File: src/rtl/kws_mel_pkg.sv
// Shared types and the default 17-entry mel (band, weight) table for the keyword-spotting front end.
// Each used bin sends weight w/256 of its power to band j and (256-w)/256 to band j-1.
package kws_mel_pkg;

    localparam int MEL_FFT_SIZE     = 32;
    localparam int MEL_NUM_BANDS    = 8;
    localparam int MEL_NUM_BINS     = MEL_FFT_SIZE / 2 + 1;
    localparam int MEL_ACC_WIDTH    = 40;
    localparam int MEL_WEIGHT_WIDTH = 9;
    localparam int MEL_J_WIDTH      = $clog2(MEL_NUM_BANDS + 1);

    typedef logic [31:0]                        power_t;
    typedef logic [MEL_ACC_WIDTH-1:0]           acc_t;
    typedef logic [$clog2(MEL_NUM_BANDS)-1:0]   band_idx_t;
    typedef logic [MEL_J_WIDTH-1:0]             band_j_t;
    typedef logic [MEL_WEIGHT_WIDTH-1:0]        weight_t;

    typedef enum logic {
        DRAIN_IDLE,
        DRAIN_SEND
    } drain_state_t;

    // j == MEL_NUM_BANDS means the upper half of the triangle falls off the top band
    localparam band_j_t MEL_BAND_J [MEL_NUM_BINS] = '{
        4'd0, 4'd1, 4'd1, 4'd2, 4'd2, 4'd3, 4'd3, 4'd4, 4'd4,
        4'd5, 4'd5, 4'd5, 4'd6, 4'd6, 4'd7, 4'd7, 4'd8
    };

    localparam weight_t MEL_WEIGHT [MEL_NUM_BINS] = '{
        9'd256, 9'd64,  9'd192, 9'd64,  9'd192, 9'd128, 9'd224, 9'd96, 9'd192,
        9'd64,  9'd160, 9'd240, 9'd64,  9'd160, 9'd32,  9'd128, 9'd0
    };

endpackage

File: src/rtl/mel_coeff_rom.sv
// Registered lookup of the mel (band, weight) pair for one FFT bin.
// Bins above FFT_SIZE/2 return zero; their data never reaches the banks anyway.
module mel_coeff_rom
    import kws_mel_pkg::*;
#(
    parameter int FFT_SIZE = MEL_FFT_SIZE
) (
    input  logic                        clock,
    input  logic [$clog2(FFT_SIZE)-1:0] bin,
    output band_j_t                     band_j,
    output weight_t                     weight
);

    localparam int BIN_WIDTH = $clog2(FFT_SIZE);

    always_ff @(posedge clock) begin
        if (bin <= BIN_WIDTH'(FFT_SIZE / 2)) begin
            band_j <= MEL_BAND_J[bin];
            weight <= MEL_WEIGHT[bin];
        end else begin
            band_j <= '0;
            weight <= '0;
        end
    end

endmodule

File: src/rtl/mel_filterbank.sv
// Mel filterbank: |X[k]|^2 of the FFT stream, triangular band accumulation into a
// double-buffered bank, and a ready/valid drain of NUM_BANDS energies per frame.
module mel_filterbank
    import kws_mel_pkg::*;
#(
    parameter int DATA_WIDTH   = 16,
    parameter int FFT_SIZE     = MEL_FFT_SIZE,
    parameter int NUM_BANDS    = MEL_NUM_BANDS,
    parameter int WEIGHT_WIDTH = MEL_WEIGHT_WIDTH,
    parameter int ACC_WIDTH    = MEL_ACC_WIDTH
) (
    input  logic                         clock,
    input  logic                         reset_n,
    input  logic                         valid_in,
    input  logic signed [DATA_WIDTH-1:0] data_real_in,
    input  logic signed [DATA_WIDTH-1:0] data_imag_in,
    output logic                         band_valid,
    input  logic                         band_ready,
    output logic [ACC_WIDTH-1:0]         band_data,
    output logic [$clog2(NUM_BANDS)-1:0] band_idx,
    output logic                         band_last,
    output logic                         overflow
);

    localparam int BIN_WIDTH  = $clog2(FFT_SIZE);
    localparam int IDX_WIDTH  = $clog2(NUM_BANDS);
    localparam int HALF       = FFT_SIZE / 2;
    localparam int PROD_WIDTH = 32 + WEIGHT_WIDTH;
    localparam int UNITY      = 1 << (WEIGHT_WIDTH - 1);

    function automatic logic [ACC_WIDTH-1:0] sat_add(input logic [ACC_WIDTH-1:0] acc,
                                                     input power_t               inc);
        logic [ACC_WIDTH:0] sum;
        sum = {1'b0, acc} + (ACC_WIDTH + 1)'(inc);
        return sum[ACC_WIDTH] ? {ACC_WIDTH{1'b1}} : sum[ACC_WIDTH-1:0];
    endfunction

    logic [BIN_WIDTH-1:0]         bin_cnt;
    logic                         vld_p1, last_p1;
    logic signed [DATA_WIDTH-1:0] re_p1, im_p1;
    band_j_t                      j_p1;
    weight_t                      w_p1;
    logic                         vld_p2, last_p2;
    power_t                       pow_p2;
    band_j_t                      j_p2;
    logic [WEIGHT_WIDTH-1:0]      w_p2;
    logic                         vld_p3, last_p3;
    power_t                       hi_p3, lo_p3;
    band_j_t                      j_p3;
    logic                         swap_p4;

    logic signed [2*DATA_WIDTH-1:0] sq_re, sq_im;
    power_t                         pow_c;
    logic [WEIGHT_WIDTH-1:0]        w_inv;
    logic [PROD_WIDTH-1:0]          prod_hi, prod_lo;
    power_t                         inc [NUM_BANDS];

    logic [ACC_WIDTH-1:0] bank [2][NUM_BANDS];
    logic                 fill_sel;

    drain_state_t         state, state_next;
    logic [IDX_WIDTH-1:0] idx, idx_next;
    logic                 handshake, final_hs, swap_go, drop;

    mel_coeff_rom #(
        .FFT_SIZE (FFT_SIZE)
    ) u_rom (
        .clock  (clock),
        .bin    (bin_cnt),
        .band_j (j_p1),
        .weight (w_p1)
    );

    // Bins beyond FFT_SIZE/2 advance the counter but never become valid in the pipeline
    always_ff @(posedge clock or negedge reset_n) begin
        if (!reset_n) begin
            bin_cnt <= '0;
            vld_p1  <= 1'b0;
            last_p1 <= 1'b0;
            vld_p2  <= 1'b0;
            last_p2 <= 1'b0;
            vld_p3  <= 1'b0;
            last_p3 <= 1'b0;
            swap_p4 <= 1'b0;
        end else begin
            if (valid_in) bin_cnt <= bin_cnt + 1'b1;
            vld_p1  <= valid_in && (bin_cnt <= BIN_WIDTH'(HALF));
            last_p1 <= valid_in && (bin_cnt == BIN_WIDTH'(HALF));
            vld_p2  <= vld_p1;
            last_p2 <= last_p1;
            vld_p3  <= vld_p2;
            last_p3 <= last_p2;
            swap_p4 <= vld_p3 && last_p3;
        end
    end

    // p1 -> p2: power; (-32768)^2 * 2 = 2^31 still fits unsigned 32
    assign sq_re = re_p1 * re_p1;
    assign sq_im = im_p1 * im_p1;
    assign pow_c = power_t'(sq_re) + power_t'(sq_im);

    // p2 -> p3: split the power between band j and band j-1
    assign w_inv   = WEIGHT_WIDTH'(UNITY) - w_p2;
    assign prod_hi = PROD_WIDTH'(pow_p2) * PROD_WIDTH'(w_p2);
    assign prod_lo = PROD_WIDTH'(pow_p2) * PROD_WIDTH'(w_inv);

    always_ff @(posedge clock) begin
        re_p1  <= data_real_in;
        im_p1  <= data_imag_in;
        pow_p2 <= pow_c;
        j_p2   <= j_p1;
        w_p2   <= w_p1;
        hi_p3  <= power_t'(prod_hi >> (WEIGHT_WIDTH - 1));
        lo_p3  <= power_t'(prod_lo >> (WEIGHT_WIDTH - 1));
        j_p3   <= j_p2;
    end

    // p3 -> bank: j == NUM_BANDS drops hi, j == 0 drops lo, simply by having no matching band
    always_comb begin
        for (int b = 0; b < NUM_BANDS; b++) begin
            inc[b] = '0;
            if (vld_p3) begin
                if (j_p3 == band_j_t'(b))          inc[b] = hi_p3;
                else if (j_p3 == band_j_t'(b + 1)) inc[b] = lo_p3;
            end
        end
    end

    always_ff @(posedge clock or negedge reset_n) begin
        if (!reset_n) begin
            for (int k = 0; k < 2; k++)
                for (int b = 0; b < NUM_BANDS; b++)
                    bank[1'(k)][IDX_WIDTH'(b)] <= '0;
        end else begin
            for (int b = 0; b < NUM_BANDS; b++)
                bank[fill_sel][IDX_WIDTH'(b)] <= sat_add(bank[fill_sel][IDX_WIDTH'(b)], inc[b]);
            if (swap_go) begin
                for (int b = 0; b < NUM_BANDS; b++)
                    bank[~fill_sel][IDX_WIDTH'(b)] <= '0;
            end else if (drop) begin
                for (int b = 0; b < NUM_BANDS; b++)
                    bank[fill_sel][IDX_WIDTH'(b)] <= '0;
            end
        end
    end

    // A frame end coinciding with the last drain handshake still counts as a free drain
    always_comb begin
        state_next = state;
        idx_next   = idx;
        swap_go    = 1'b0;
        drop       = 1'b0;
        handshake  = (state == DRAIN_SEND) && band_ready;
        final_hs   = handshake && (idx == IDX_WIDTH'(NUM_BANDS - 1));
        if (handshake) idx_next = final_hs ? '0 : idx + 1'b1;
        if (final_hs) state_next = DRAIN_IDLE;
        if (swap_p4) begin
            if ((state == DRAIN_IDLE) || final_hs) begin
                swap_go    = 1'b1;
                state_next = DRAIN_SEND;
                idx_next   = '0;
            end else begin
                drop = 1'b1;
            end
        end
    end

    always_ff @(posedge clock or negedge reset_n) begin
        if (!reset_n) begin
            state    <= DRAIN_IDLE;
            idx      <= '0;
            fill_sel <= 1'b0;
            overflow <= 1'b0;
        end else begin
            state <= state_next;
            idx   <= idx_next;
            if (swap_go) fill_sel <= ~fill_sel;
            if (drop)    overflow <= 1'b1;
        end
    end

    assign band_valid = (state == DRAIN_SEND);
    assign band_idx   = idx;
    assign band_last  = band_valid && (idx == IDX_WIDTH'(NUM_BANDS - 1));
    assign band_data  = band_valid ? bank[~fill_sel][idx] : '0;

endmodule
File: config.mk
export PLATFORM = sky130hd
export DESIGN_NAME = mel_filterbank
export DESIGN_NICKNAME = d
export VERILOG_FILES = /design/src/rtl/kws_mel_pkg.sv /design/src/rtl/mel_coeff_rom.sv /design/src/rtl/mel_filterbank.sv
export SDC_FILE = /design/constraint.sdc
export NUM_CORES = 2
export LEC_CHECK = 0
export BUFFER_PORTS_ARGS = -buffer_cell sky130_fd_sc_hd__buf_2
export CAP_MARGIN = 20
export CORE_ASPECT_RATIO = 1.2
export CORE_MARGIN = 2
export CORE_UTILIZATION = 63
export DETAILED_ROUTE_END_ITERATION = 12
export GPL_TIMING_DRIVEN = 0
export PLACE_DENSITY = 0.78
export SYNTH_ARGS = -nofsm -noshare
export SYNTH_HDL_FRONTEND = slang
export SYNTH_HIERARCHICAL = 1
export SYNTH_SLANG_ARGS = --single-unit
File: constraint.sdc
create_clock -name clock -period 9.7 [get_ports clock]
set_clock_uncertainty 0.05 [all_clocks]
set_input_delay 1.94 -clock clock [delete_from_list [all_inputs] [get_ports clock]]
set_output_delay 1.94 -clock clock [all_outputs]
set_load 0.03 [all_outputs]
==> flow_summary.yaml <==
worst_setup_path:
  critPathTopFamily: "adder cells"
  worstPathArrival_ps: 9750
  required_ps: 10230
  crit_top_cell: "fa_1"
  critPathLaunchType: "register"
  critPathMaxStageDelay_ps: 720
  path_cells: "clkbuf_1 -> clkbuf_1 -> nand2_1 -> fa_1 -> inv_1 -> fa_1 -> fa_1 -> fa_1 -> fa_1 -> fa_1 -> fa_1 -> inv_1 -> fa_1 -> inv_1 -> ha_1 -> o211a_1 -> o211a_1 -> a21oi_1 -> a21oi_1 -> a211o_1 -> o41ai_2 -> mux2i_1 -> a2111oi_0"
  worst-path-max-fanout: 10
  worstSetupPathType: "register to register"
  endpoint_kind: "register"
  critPathBufInv: 5
  slowest_stage: "fa_1"
floorplanning:
  floorplan.rows: 128
  pin_count: 82
  fp.coreArea_um2: 101000
  start_util_pct: 63.5
  dieArea_um2: 105000
  die_y_um: 354
  die_w_um: 296
status:
  status: "complete, no violations"
grt:
  antenna_found_initial: 7
  grt_max_degree: 120
  grt_pass1_wl_um: 319000
  grt_overflow: 0
  grtUsageTotal_pct: 40.8
  grt_pass1_vias: 54900
timing:
  period_share_pct: 95.1
  rsz0062_at_grt: "false"
  clock.fmax_mhz: 108
  fin_tns_setup_ps: 0
  finalSetupViolCount: 0
  relSlewSlack_pct: 19.6
  hold_viol: 0
  slew_viol_final: 0
  worst_pin_slew_ps: 1210
  fin_crit_ps: 9230
clock_tree:
  htreeDepth: 2
  root_buffer: "clkbuf_16"
  clk_path_buf_depth: 3
  clkTransAtPathRegs_ps: 70
  post_cts_buffers: 0
  clock_sink_count: 492
  tritoncts: "yes"
  holdBufCountCts: 0
  cts_buffers: 58
  post_cts_resized: 0
  clk_latency_ps: 720
synth:
  yosysUniqueCellTypes: 100
  synthArstFlopShare_pct: 36.2
  syn_area_um2: 64400
  synth_top_flop_cell: "dfrtp_1"
  synth_warnings: 6
  ys_seq_area_share_pct: 19.2
  yosys_register_bits: 492
  syn_avg_cell_area_um2: 9.40
  synth-edff-count: 160
  syn_inst: 6848
detailed_routing:
  drc_errors: 0
  wl_per_cell_um: 24.8
  antenna_left: 0
  routed_wl_um: 208000
  drt-vias-per-instance: 6.18
  dr.first_iter.drc_count: 4781
  first_pass_iters: 9
  vias: 52000
placement:
  dpl.hpwl_um: 171000
  routabilityCongestion: 1.10
  portBuffers: 80
finish:
  diodes: 0
  drive_above_1_share_pct: 7.92
  n_fill_cell: 8058
  fin_nets: 8375
  area_delta_synth_final_pct: 6.59
run:
  drv_cap: 0
min_path:
  hold_path_class: "register to register"
-- flip-flops by register name, indices dropped and copies added (netlist names), 5 cells and up --
register and count:
bank 320, hi_p3 32, lo_p3 32, pow_p2 32, im_p1 16, re_p1 16
w_p2 9, bin_cnt 5, u_rom/weight 5
-- worst reg2reg max path, stage by stage (launching register included) --
cell	delay [ps]
dfxtp_1	660
clkbuf_1	570
clkbuf_1	550
nand2_1	200
fa_1	720
inv_1	130
fa_1	530
fa_1	450
fa_1	590
fa_1	450
fa_1	470
fa_1	500
inv_1	50
fa_1	500
inv_1	60
ha_1	380
o211a_1	190
o211a_1	130
a21oi_1	460
a21oi_1	260
a211o_1	350
o41ai_2	360
mux2i_1	130
a2111oi_0	370
-- area by class of cell --
type	instances	area (um2)	area share, %
clock buffers	67	1530	2.22
clock inverters	43	512	0.746
multi-input cells	4959	46700	68.0
repair buffers	85	485	0.707
plain buffers	328	1380	2.01
well taps	1365	1710	2.49
flip-flops and latches	492	12300	18.0
inverters	1072	4020	5.86
-- metrics by stage --
stage                     instances  area [um2]  hold WS (ps)  worst slack (ps)  utilization (%)
after global routing           8411       68600           284               112             67.7
after global placement         8296       66500           260               135             65.6
after floorplan                6851       64400           260              2310                -
after detailed placement       8301       66600           264               438             65.7
after CTS                      8411       68600           280               428             67.7
final                          8411       68600           277               474             67.7
-- final timing paths --
path,from,slack [ps],depth (start not counted),end
setup / recovery,im_p1[15]$_DFF_P_,470,23,pow_p2[31]$_DFF_P_
hold / removal,u_rom/band_j[2]$_SDFF_PN0_,280,0,j_p2[2]$_DFF_P_
setup reg to reg,im_p1[15]$_DFF_P_,470,23,pow_p2[31]$_DFF_P_
hold reg to reg,u_rom/band_j[2]$_SDFF_PN0_,280,0,j_p2[2]$_DFF_P_
max in group asynchronous,reset_n,6650,3,bank[507]$_DFF_PN0_
min in group asynchronous,reset_n,1280,1,bank[605]$_DFF_PN0_
-- logic make-up (layout without fill, tap and decap cells) --
logic type	count (synthesis)	in the layout	synth area share (%)
and+or+nand+nor	1974	1974	14.2
buffers and inverters	1400	1595	8.39
adders and majority gates	1343	1343	37.1
AOI/OAI and AO/OA	1079	1079	11.0
DFF	492	492	19.2
muxes	336	336	7.11
xor gates and xnor gates	223	223	3.03
other	1	4	0.00582
-- cells in the mapped netlist, types with 46 or more instances --
| library cell | n | share of area (%) |
|---|---|---|
| a22o_1 | 48 | 0.65 |
| buf_2 | 46 | 0.36 |
| a21oi_1 | 203 | 1.6 |
| nor2b_1 | 91 | 0.88 |
| dfrtp_1 | 178 | 6.9 |
| a22oi_1 | 73 | 0.85 |
| mux2i_1 | 85 | 1.3 |
| dfxtp_1 | 154 | 4.8 |
| xor2_1 | 68 | 0.92 |
| and2_1 | 317 | 3.1 |
| o21ai_0 | 328 | 2.5 |
| a21o_1 | 90 | 1.0 |
| nand2_1 | 872 | 5.1 |
| xnor2_1 | 155 | 2.1 |
| mux4_2 | 80 | 2.8 |
| inv_1 | 1069 | 6.2 |
| nor3_1 | 53 | 0.41 |
| ha_1 | 402 | 7.8 |
| nor2_1 | 399 | 2.3 |
| clkbuf_1 | 258 | 1.5 |
| fa_1 | 941 | 29 |
| edfxtp_1 | 160 | 7.5 |
| nand3_1 | 56 | 0.44 |
| mux2_2 | 171 | 3.0 |
-- per-layer routing --
metal  wire length [um]  vias to the layer above  track usage (%)
li1                   -                    22600                -
met3              18300                     1112             8.40
met2              97600                     2872             67.0
met5                 78                        -                0
met1              67100                    25400             43.5
met4              25300                       12             39.2
-- cells in the final DEF, fill, tap and decap left out, types with 53 or more instances in the layout --
cell / netlist / final
inv_1: 1069 / 1069
fa_1: 941 / 941
nand2_1: 872 / 872
ha_1: 402 / 402
nor2_1: 399 / 399
o21ai_0: 328 / 328
and2_1: 317 / 317
clkbuf_1: 258 / 263
a21oi_1: 203 / 203
dfrtp_1: 178 / 178
mux2_2: 171 / 171
edfxtp_1: 160 / 160
xnor2_1: 155 / 155
dfxtp_1: 154 / 154
buf_2: 46 / 126
nor2b_1: 91 / 91
a21o_1: 90 / 90
mux2i_1: 85 / 85
mux4_2: 80 / 80
a22oi_1: 73 / 73
xor2_1: 68 / 68
clkbuf_16: 0 / 58
nand3_1: 56 / 56
nor3_1: 53 / 53
Power is not shown: default switching activity piles up to over one toggle a cycle in this logic, so the estimate is an artifact.
